### config.mk
export PLATFORM = sky130hd
export DESIGN_NAME = prg_upload
export DESIGN_NICKNAME = d
export VERILOG_FILES = /design/src/rtl/prg_upload.sv
export SDC_FILE = /design/constraint.sdc
export NUM_CORES = 1
export LEC_CHECK = 0
export ABC_CLOCK_PERIOD_IN_PS = 7600
export BUFFER_PORTS_ARGS = -buffer_cell sky130_fd_sc_hd__buf_4
export CORE_MARGIN = 2
export CORE_UTILIZATION = 64
export DETAILED_ROUTE_END_ITERATION = 7
export GPL_ROUTABILITY_DRIVEN = 0
export PLACE_DENSITY = 0.9
export SYNTH_ARGS = -nofsm -noshare
export SYNTH_HDL_FRONTEND = slang
export SYNTH_SLANG_ARGS = --single-unit
### constraint.sdc
create_clock -name clk_sys -period 7.6 [get_ports clk_sys]
set_input_delay 0.38 -clock clk_sys [delete_from_list [all_inputs] [get_ports clk_sys]]
set_output_delay 0.38 -clock clk_sys [all_outputs]
set_load 0.05 [all_outputs]
### src/rtl/prg_upload.sv
// Streams the BASIC program from main RAM back to the HPS as a .PRG image.
// Define PRG_UPLOAD_HEADER_EN to prepend the 2-byte load-address header.
module prg_upload #(
    parameter logic [15:0] PTR_START = 16'h002B,
    parameter logic [15:0] PTR_END   = 16'h002D
) (
    input  logic        clk_sys,
    input  logic        reset,
    input  logic        ioctl_upload,
    input  logic        ioctl_rd,
    output logic [7:0]  ioctl_din,
    output logic        upload_ready,
    output logic        upload_done,
    output logic [16:0] upload_len,
    output logic [15:0] ram_addr,
    output logic        ram_rd,
    input  logic [7:0]  ram_dout
);

    typedef enum logic [3:0] {
        S_IDLE,
        S_P0,
        S_P1,
        S_P2,
        S_P3,
`ifdef PRG_UPLOAD_HEADER_EN
        S_HDR0,
        S_HDR1,
`endif
        S_DATA,
        S_DONE
    } state_t;

    state_t      r_state;
    logic [1:0]  r_phase;
    logic        r_upl_d;
    logic [15:0] r_start;
    logic [7:0]  r_end_lo;
    logic [15:0] r_left;
    logic [7:0]  r_din;
    logic        r_ready;
    logic        r_done;
    logic [16:0] r_len;
    logic [15:0] r_addr;
    logic        r_rd;

    logic        w_rise;
    logic        w_consume;
    logic [15:0] w_end;
    logic [16:0] w_diff;
    logic [16:0] w_len;

    assign w_rise    = ioctl_upload & ~r_upl_d;
    assign w_consume = r_ready & ioctl_rd;
    assign w_end     = {ram_dout, r_end_lo};
    assign w_diff    = {1'b0, w_end} - {1'b0, r_start};
    // A borrow means end < start; programs never wrap, so clamp to empty.
    assign w_len     = w_diff[16] ? 17'd0 : w_diff;

    assign ioctl_din    = r_din;
    assign upload_ready = r_ready;
    assign upload_done  = r_done;
    assign upload_len   = r_len;
    assign ram_addr     = r_addr;
    assign ram_rd       = r_rd;

    always_ff @(posedge clk_sys or posedge reset) begin
        if (reset) begin
            r_state  <= S_IDLE;
            r_phase  <= 2'd0;
            // Level already high at reset release must not count as an edge.
            r_upl_d  <= 1'b1;
            r_start  <= 16'd0;
            r_end_lo <= 8'd0;
            r_left   <= 16'd0;
            r_din    <= 8'd0;
            r_ready  <= 1'b0;
            r_done   <= 1'b0;
            r_len    <= 17'd0;
            r_addr   <= 16'd0;
            r_rd     <= 1'b0;
        end else begin
            r_upl_d <= ioctl_upload;
            if (r_state != S_IDLE && !ioctl_upload) begin
                r_state <= S_IDLE;
                r_phase <= 2'd0;
                r_din   <= 8'd0;
                r_ready <= 1'b0;
                r_done  <= 1'b0;
                r_len   <= 17'd0;
                r_addr  <= 16'd0;
                r_rd    <= 1'b0;
            end else begin
                unique case (r_state)
                    S_IDLE: begin
                        if (w_rise) begin
                            r_state <= S_P0;
                            r_phase <= 2'd0;
                            r_rd    <= 1'b1;
                            r_addr  <= PTR_START;
                        end
                    end
                    S_P0: begin
                        if (!r_phase[0]) begin
                            r_rd    <= 1'b0;
                            r_phase <= 2'd1;
                        end else begin
                            r_start[7:0] <= ram_dout;
                            r_state      <= S_P1;
                            r_phase      <= 2'd0;
                            r_rd         <= 1'b1;
                            r_addr       <= PTR_START + 16'd1;
                        end
                    end
                    S_P1: begin
                        if (!r_phase[0]) begin
                            r_rd    <= 1'b0;
                            r_phase <= 2'd1;
                        end else begin
                            r_start[15:8] <= ram_dout;
                            r_state       <= S_P2;
                            r_phase       <= 2'd0;
                            r_rd          <= 1'b1;
                            r_addr        <= PTR_END;
                        end
                    end
                    S_P2: begin
                        if (!r_phase[0]) begin
                            r_rd    <= 1'b0;
                            r_phase <= 2'd1;
                        end else begin
                            r_end_lo <= ram_dout;
                            r_state  <= S_P3;
                            r_phase  <= 2'd0;
                            r_rd     <= 1'b1;
                            r_addr   <= PTR_END + 16'd1;
                        end
                    end
                    S_P3: begin
                        if (!r_phase[0]) begin
                            r_rd    <= 1'b0;
                            r_phase <= 2'd1;
                        end else begin
                            r_left  <= w_len[15:0];
                            r_addr  <= r_start;
                            r_phase <= 2'd0;
`ifdef PRG_UPLOAD_HEADER_EN
                            r_len   <= w_len + 17'd2;
                            r_state <= S_HDR0;
                            r_din   <= r_start[7:0];
                            r_ready <= 1'b1;
`else
                            r_len <= w_len;
                            if (w_len == 17'd0) begin
                                r_state <= S_DONE;
                                r_done  <= 1'b1;
                            end else begin
                                r_state <= S_DATA;
                                r_rd    <= 1'b1;
                            end
`endif
                        end
                    end
`ifdef PRG_UPLOAD_HEADER_EN
                    S_HDR0: begin
                        if (w_consume) begin
                            r_ready <= 1'b0;
                            r_state <= S_HDR1;
                            r_phase <= 2'd0;
                        end
                    end
                    S_HDR1: begin
                        if (r_phase == 2'd0) begin
                            r_din   <= r_start[15:8];
                            r_ready <= 1'b1;
                            r_phase <= 2'd1;
                        end else if (w_consume) begin
                            r_ready <= 1'b0;
                            r_phase <= 2'd0;
                            if (r_left == 16'd0) begin
                                r_state <= S_DONE;
                                r_done  <= 1'b1;
                            end else begin
                                r_state <= S_DATA;
                                r_rd    <= 1'b1;
                            end
                        end
                    end
`endif
                    S_DATA: begin
                        if (r_phase == 2'd0) begin
                            r_rd    <= 1'b0;
                            r_phase <= 2'd1;
                        end else if (r_phase == 2'd1) begin
                            r_din   <= ram_dout;
                            r_ready <= 1'b1;
                            r_phase <= 2'd2;
                        end else if (w_consume) begin
                            r_ready <= 1'b0;
                            r_addr  <= r_addr + 16'd1;
                            r_left  <= r_left - 16'd1;
                            r_phase <= 2'd0;
                            if (r_left == 16'd1) begin
                                r_state <= S_DONE;
                                r_done  <= 1'b1;
                            end else begin
                                r_rd <= 1'b1;
                            end
                        end
                    end
                    S_DONE: begin
                        r_ready <= 1'b0;
                    end
                    default: begin
                        r_state <= S_IDLE;
                    end
                endcase
            end
        end
    end

endmodule

* Yosys cells after proc, flatten, opt, wreduce, memory -nomap -nowiden
Cells that the tools add are included.
W data, S select, Z words.
** Operators by class
- Reduce and logical (&&, ||, !) cells :: 30
- Muxes and demuxes :: 65
- Bitwise logic cells :: 4
- Add/subtract/negate cells :: 3
- Eq/ne operators :: 30
** Operators by type and width (number)
- $mux W16 :: 14
- $pmux W16 S6 :: 1
- $mux W17 :: 3
- $mux W4 :: 10
- $mux W8 :: 4
- $pmux W16 S2 :: 1
- $ne A3 B3 Y1 const B :: 10
- $pmux W4 S7 :: 1
- $mux W1 :: 21
- $ne A4 B4 Y1 const B :: 5
- $reduce_and A3 Y1 :: 6
- $logic_not A17 Y1 :: 1
- $sub A16 B16 Y17 :: 1
- $add A16 B1 Y16 const B :: 1
- $eq A16 B1 Y1 const B :: 1
- $sub A16 B1 Y16 const B :: 1
- $eq A4 B3 Y1 const B :: 3
- $mux W2 :: 6
- $ne A2 B2 Y1 const B :: 6
- $reduce_and A6 Y1 :: 2
- $reduce_and A10 Y1 :: 1
- $reduce_bool A2 Y1 :: 5
- $reduce_and A9 Y1 :: 1
- $eq A4 B2 Y1 const B :: 2
- 20 further kinds :: 25
** Word-level totals
- Flip-flop bits (word level) :: 91
- Input port bits :: 12
- Output and inout bits :: 44
- Logic and storage cells :: 145

* Logic depth before layout (Yosys ltp)
Gate-level depths: netlist (run 1).
- Word-level depth :: 7
- Depth in mapped cells :: 12
- Mapped depth without buffers :: 12

* Worst setup path after synthesis (run 1)
No wires, ideal clock.
- Path type :: reg2reg
- Start point :: register r_start[0]
- End point :: register r_state[0]
- Cell stages (with the launch flop) :: 11
- Buffers on the path :: 0
- Arrival time :: 2.553 ns
- Clock period less this slack :: 2.677 ns
- Path slack :: 4.923 ns
- Data required time :: 7.476 ns
- Cell sequence :: dfrtp_1 -> ha_1 -> fa_1 -> nor2b_4 -> o2111a_2 -> nor3b_2 -> o21a_4 -> a311o_1 -> o31ai_2 -> and2_4 -> o21ai_1
** Between the ends
- Longest elaborated chain between the ends :: 7
** RTL lines
- start, declared :: line 37 : logic [15:0] r_start;
- start signal, assigned :: line 108 : r_start[7:0] <= ram_dout;
- $sub A16 B16 Y17 :: line 56 : assign w_diff = {1'b0, w_end} - {1'b0, r_start};
- $mux W16 :: line 58 : assign w_len = w_diff[16] ? 17'd0 : w_diff;
- $logic_not A17 Y1 :: line 154 : if (w_len == 17'd0) begin
- $mux W2 :: line 154
- $mux W4 :: line 140 : if (!r_phase[0]) begin
- $pmux W4 S7 :: line 94 : unique case (r_state)
- $mux W4 :: line 84 : if (r_state != S_IDLE && !ioctl_upload) begin
- end signal, assigned :: line 85 : r_state <= S_IDLE;
- end signal, assigned :: line 97 : r_state <= S_P0;
- end signal, assigned :: line 155 : r_state <= S_DONE;
- end, declared :: line 34 : state_t r_state;
Every way passes these cells. The select of a mux whose other input is x is not followed.
A chain may end at the register's enable or synchronous reset.

* Worst setup path in the final report (run 1)
- Start point :: register r_state[0]
- End point :: register r_addr[6] (netlist: ram_addr[6])
** Between the ends
- Longest elaborated chain between the ends :: 4
** RTL lines
- start signal, assigned :: line 69 : r_state <= S_IDLE;
- start signal, assigned :: line 85
- start signal, assigned :: line 97
- $reduce_bool A4 Y1 :: line 84
- $logic_and A1 B1 Y1 :: line 84
- $reduce_bool A7 Y1 (no line) or $ne A3 B3 Y1 (tied branches)
- $reduce_and A9 Y1 (no line)
- end signal, assigned :: line 112 : r_addr <= PTR_START + 16'd1;
- end signal, assigned :: line 136 : r_addr <= PTR_END + 16'd1;
- end signal, assigned :: line 145 : r_addr <= r_start;
- end, declared :: line 44 : logic [15:0] r_addr;
Parallel ways exist; a longest one is shown, timed or not.

==> flow_summary_export.csv, run 1 <==
group,metric,value,unit
synth,synth-main-ff-cell,"dfrtp_1",
hold_path,holdCritPathClass,"in -> async",
sta,fin_crit,3.61,ns
finish,postLayoutCoreUtil,71.9,%
finish,multi_input_area,3070,um^2
drt,vias,5174,
synth,synthTopCellsByCount,"dfrtp_1 (88), o21ai_0 (61), nor2_1 (56), nand2_1 (53), a21oi_1 (39)",
pwr,ir_drop,0.000380,V
cts,clock-sinks,89,
cts,worstSkewPairLatency,0.38,ns
cts,cts_root_buffer,"clkbuf_8",
worst_setup_path,cp-end-kind,"register",
worst_setup_path,cp_max_fo,27,
sta,fin_skew,0.0111,ns
sta,setup_viol,0,
synth,async_reset_ff_share,100,%
worst_setup_path,start_kind,"register",
finish,nets,689,
global_route,grt_max_degree,63,
sta,final.setup.tns,0,ns
floorplanning,die_w,97.5,um
floorplanning,num_rows,34,
pwr,p_leak,2.84,nW
synth,ys_ff_latch,89,
worst_setup_path,cpPeakStageDelay,0.84,ns
synth,synth_top_area_share,39.3,%
drt,final_antenna_net_count,0,
synth,yosysSeqAreaShare,39.8,%
finish,fillers,636,
worst_setup_path,critical_path_class,"reg -> reg",
run,cap_violations,0,
worst_setup_path,cp.arrival,3.88,ns
global_route,overflow,0,
run_status,outcome,"finished clean",
worst_setup_path,worstPathCellList,"inv_1, nor3_2, nand2_1, nor2_1, nor2_1, nand2_1, nor3_1, a32o_1",
global_route,grt_pass1_wl,24900,um
synth,synth_area_leaders,"dfrtp_1 (39%), o21ai_0 (5.5%), ha_1 (4.5%)",
pwr,powerDensity,436,nW/um^2
drt,drtIter0Drc,520,
cts,cts_resized,0,
worst_setup_path,crit_slowest_cell,"dfrtp_1",
sta,slew_viol_final,0,
synth,synth_cell_type_count,88,
cts,postCtsSetupBuffers,0,
worst_setup_path,worst_ep_required_time,7.87,ns
global_route,grt_pass1_vias,4892,
cts,cts.path.max_buffers,2,
synth,synth_top_area_cell,"dfrtp_1",
placement,hpwl,10500,um
synth,yosys_warnings,0,
cts,cts_max_level,3,
global_route,track_usage,32.5,%
drt,first_pass_iters,5,
finish,layout-drive-gt1-share,16.9,%
drt,drc,0,
cts,cts_buffers,9,
sta,fin_crit_sh,47.5,%
floorplanning,start_util,65.2,%
synth,synth_area,5600,um^2
sta,grt_setup_unrepaired,"false",
finish,regArea,2230,um^2
drt,drt-wirelength-per-cell,19.5,um
synth,synth_edf_count,0,
synth,synth_cells,621,
finish,n_antenna_cell,0,
cts,tritoncts,"done",
synth,synth_most_common_cell,"dfrtp_1",
drt,viasPerCell,6.73,
sta,hold_viol_final,0,
floorplanning,io_pins,56,
finish,area_growth,10.4,%
global_route,antenna_found_initial,0,
drt,routed_wl,15000,um
floorplanning,die_y,97.5,um
placement,portBuffers,54,
cts,clk_pin_slew,0.11,ns
cts,hold_buffers,0,
sta,max_freq,277,MHz
floorplanning,core,8590,um^2
floorplanning,die-area,9520,um^2
synth,avgSynthCellArea,9.02,um^2
synth,syn_nets,654,
sta,maxSlewHeadroom,28.6,%
sta,tightest_slew,1.07,ns
[sequential cells by signal (all words and copies together) (netlist names)]
| register | flops |
|---|---|
| r_start | 16 |
| ram_rd | 1 |
| r_upl_d | 1 |
| ioctl_din | 8 |
| r_end_lo | 8 |
| upload_done | 1 |
| upload_ready | 1 |
| r_left | 16 |
| r_state | 3 |
| r_phase | 2 |
| upload_len | 16 |
| ram_addr | 16 |
[cells by family after synthesis]
logic type	synth area share, %
other	0.0670
DFF	39.8
adders and majority gates	4.83
AOI/OAI and AO/OA	26.3
xor gates and xnor gates	1.41
muxes	3.95
buffers and inverters	5.34
and+or+nand+nor	18.3
[worst max-delay path: cells and delay by family (launching register included)]
kind | cells | cell delay, ns
and+or+nand+nor | 6 | 1.83
AOI/OAI and AO/OA | 1 | 0.29
buffers and inverters | 1 | 0.52
DFF | 1 | 0.84
[power breakdown]
group          total [mW]  leakage [nW]  switching [mW]  internal (mW)
clock               0.343         0.105           0.210          0.133
sequential          0.758          1.18           0.167          0.591
combinational        1.59          1.56            1.02          0.569
[layer usage]
| layer | track usage [%] | share of wire [%] | vias up |
|---|---|---|---|
| met5 | 0 | 0 | - |
| met4 | 11.1 | 3.2 | 0 |
| met3 | 6.62 | 9.3 | 59 |
| met2 | 52.5 | 48 | 339 |
| met1 | 43.9 | 40 | 2437 |
| li1 | - | - | 2339 |
[through the flow]
stage	std cells	power, mW	setup WS [ns]	hold WS (ns)	area (um^2)
finish	769	2.69	3.99	0.0101	6180
global route	769	2.87	3.61	0.0350	6180
CTS	769	2.64	4.09	0.0126	6180
detailed placement	753	2.29	4.14	0.430	5970
global placement	753	2.23	4.22	0.417	5970
floorplan	621	1.94	4.91	0.384	5600
[layout make-up]
type	count	area share, %
clock inverters	7	1.40
repair buffers	57	6.92
inverters	28	1.72
clock buffers	9	2.00
multi-input cells	471	49.7
well taps	108	2.19
flip-flops and latches	89	36.1
[path summary, 6_finish.rpt]
| path | start | to | slack, ns | cells past startpoint |
|---|---|---|---|---|
| min | reset | ioctl_din[6]$_DFFE_PP0P_ | 0.01 | 2 |
| min in group clk_sys | ioctl_upload | r_upl_d$_DFF_PP1_ | 0.21 | 1 |
| max reg2reg | r_state[0]$_DFFE_PP0P_ | ram_addr[6]$_DFFE_PP0P_ | 3.99 | 8 |
| max | r_state[0]$_DFFE_PP0P_ | ram_addr[6]$_DFFE_PP0P_ | 3.99 | 8 |
| min reg2reg | upload_len[5]$_DFFE_PP0P_ | upload_len[5]$_DFFE_PP0P_ | 0.51 | 2 |
| max in group asynchronous | reset | r_left[2]$_DFFE_PP0P_ | 6.42 | 3 |
[cell usage in the layout, fill, tap and decap left out, types with 4 or more instances in the layout]
cell and count:
dfrtp_1 88, o21ai_0 61, buf_4 57, nor2_1 56
nand2_1 53, a21oi_1 39, inv_1 26, ha_1 20
nor3_1 19, nand3_1 17, a22o_1 16, a21o_1 14
a31oi_1 13, a22oi_1 11, o21ai_1 11, mux2_2 9
clkbuf_8 9, and3_1 8, mux2_1 8, xnor2_1 6
a211oi_1 6, nand2b_1 5, nand4_1 5, o211ai_1 4
No activity file was read; power rests on OpenSTA's default activity.
==> run 2: changes to the inputs <==
==> config.mk (replaced) <==
export PLATFORM = sky130hd
export DESIGN_NAME = prg_upload
export DESIGN_NICKNAME = d
export VERILOG_FILES = /design/src/rtl/prg_upload.sv
export SDC_FILE = /design/constraint.sdc
export NUM_CORES = 1
export LEC_CHECK = 0
export ABC_CLOCK_PERIOD_IN_PS = 3500
export BUFFER_PORTS_ARGS = -buffer_cell sky130_fd_sc_hd__buf_4
export CORE_MARGIN = 2
export CORE_UTILIZATION = 60
export DETAILED_ROUTE_END_ITERATION = 7
export GPL_ROUTABILITY_DRIVEN = 0
export PLACE_DENSITY = 0.86
export SYNTH_ARGS = -nofsm -noshare
export SYNTH_HDL_FRONTEND = slang
export SYNTH_SLANG_ARGS = --single-unit
==> constraint.sdc (replaced) <==
create_clock -name clk_sys -period 3.5 [get_ports clk_sys]
set_input_delay 0.175 -clock clk_sys [delete_from_list [all_inputs] [get_ports clk_sys]]
set_output_delay 0.175 -clock clk_sys [all_outputs]
set_load 0.05 [all_outputs]
==> flow_summary_export.csv, run 2 (synthesized netlist as in run 1, its figures left out) <==
group,metric,value,unit
run_status,outcome,"complete, but fails checks",
run_status,failed_checks,"DRC, hold timing",
run,cap_violations,0,
worst_setup_path,crit_slowest_cell,"nor2b_1",
cts,clock-sinks,89,
sta,fin_crit_sh,87.3,%
drt,drtIter0Drc,552,
hold_path,holdCritPathClass,"in -> async",
floorplanning,start_util,61.2,%
sta,final.setup.tns,0,ns
floorplanning,io_pins,56,
finish,nets,699,
worst_setup_path,cp-end-kind,"register",
drt,routed_wl,15400,um
pwr,p_leak,2.89,nW
worst_setup_path,cpLargestDelayFamily,"compound AO/OA/AOI/OAI gates",
finish,stdcell_area,6260,um^2
cts,tritoncts,"done",
global_route,grt_pass1_wl,25400,um
finish,n_antenna_cell,0,
cts,clk_pin_slew,0.11,ns
sta,slew_viol_final,0,
drt,drc,16,
floorplanning,die-area,10100,um^2
global_route,antenna_found_initial,0,
cts,cts_max_level,3,
drt,viasPerCell,6.77,
worst_setup_path,cp_max_fo,8,
floorplanning,die_y,101,um
global_route,track_usage,31.8,%
drt,drt-wirelength-per-cell,19.6,um
sta,maxSlewHeadroom,26.8,%
cts,cts_resized,0,
sta,hold_ws,-0.0173,ns
drt,final_antenna_net_count,0,
cts,cts.path.max_buffers,2,
sta,tightest_slew,1.10,ns
worst_setup_path,start_kind,"register",
finish,area_growth,11.7,%
global_route,grt_pass1_vias,4869,
placement,hpwl,10900,um
finish,fillers,690,
finish,layout-drive-gt1-share,18.0,%
sta,fin_crit,3.05,ns
floorplanning,die_w,101,um
global_route,overflow,0,
worst_setup_path,worstPathCellList,"ha_1, fa_1, nor2b_4, o2111a_2, nor3b_2, o21a_4, o21ai_2, nor2b_1, a22o_2",
worst_setup_path,worst_ep_required_time,3.82,ns
drt,vias,5293,
drt,first_pass_iters,8,
sta,max_freq,327,MHz
worst_setup_path,critical_path_class,"reg -> reg",
cts,worstSkewPairLatency,0.39,ns
worst_setup_path,cpPeakStageDelay,0.59,ns
global_route,grt_max_degree,58,
worst_setup_path,cp.arrival,3.37,ns
floorplanning,num_rows,35,
floorplanning,core,9150,um^2
sta,hold_viol_final,30,
placement,portBuffers,54,
placement,placed_area,6040,um^2
sta,grt_setup_unrepaired,"false",
finish,final_common_cell,"dfrtp_1",
cts,cts_buffers,9,
sta,fin_skew,0.0174,ns
pwr,powerDensity,956,nW/um^2
finish,final_cell_mix,"dfrtp_1 (88), buf_4 (66), o21ai_0 (61)",
pwr,ir_drop,0.000663,V
sta,setup_viol,0,
worst_setup_path,crit_buf_inv,0,
cts,cts_root_buffer,"clkbuf_8",
pwr,total_power,5.98,mW
-- run 2: cell types whose count changed in the layout (fill, tap and decap cells not counted) --
| cell | before | now |
|---|---|---|
| clkinv_8 | 3 | 2 |
| inv_8 | 1 | 2 |
| dlygate4sd3_1 | 0 | 1 |
| buf_4 | 57 | 66 |
-- run 2: report_power, final --
group | leakage [nW] | switching, mW | internal (mW) | total, mW
Clock | 0.104 | 0.451 | 0.288 | 0.739
Sequential | 1.18 | 0.294 | 1.29 | 1.58
Combinational | 1.61 | 2.34 | 1.32 | 3.66
-- run 2: what timing repair did --
action,4_1_cts,5_1_grt
hold buffers,0,1
setup buffers,0,0
endpoints found under the hold margin,0,1
-- run 2: final cells by class --
cell class	count	area, um^2	share of cell area (%)
Clock buffer	9	124	1.98
Clock inverter	7	81.3	1.30
Inverter	28	106	1.70
Multi-Input combinational cell	471	3070	49.1
Sequential cell	89	2230	35.6
Tap cell	111	139	2.22
Timing Repair Buffer	67	505	8.08
-- run 2: routing by layer --
metal,vias to the layer above,GRT usage (%),wire length (um)
met1,2554,45.6,6430
met3,65,5.20,1240
met5,-,0,0
li1,2366,-,-
met2,308,48.4,7170
met4,0,12.6,516
-- run 2: metrics by stage --
step,utilization [%],hold slack (ns),setup slack (ns),std cells
6_report,68.4,-0.0173,0.446,782
5_1_grt,68.4,0.0649,0.345,782
4_1_cts,68.3,0.00131,0.483,781
3_5_place_dp,66.0,0.390,0.569,765
3_3_place_gp,66.0,0.392,0.713,765
2_1_floorplan,-,0.179,0.823,621
-- run 2: final timing paths --
path / startpoint / endpoint / slack [ns] / cells after the start
worst max-delay path: r_start[0]$_DFFE_PP0P_ / upload_len[6]$_DFFE_PP0P_ / 0.45 / 9
worst min-delay path: reset / ram_addr[2]$_DFFE_PP0P_ / -0.02 / 2
worst max register to register: r_start[0]$_DFFE_PP0P_ / upload_len[6]$_DFFE_PP0P_ / 0.45 / 9
worst min register to register: upload_len[0]$_DFFE_PP0P_ / upload_len[0]$_DFFE_PP0P_ / 0.49 / 2
max in group asynchronous: reset / upload_len[1]$_DFFE_PP0P_ / 2.73 / 3
min in group clk_sys: ram_dout[1] / r_start[1]$_DFFE_PP0P_ / 0.06 / 3
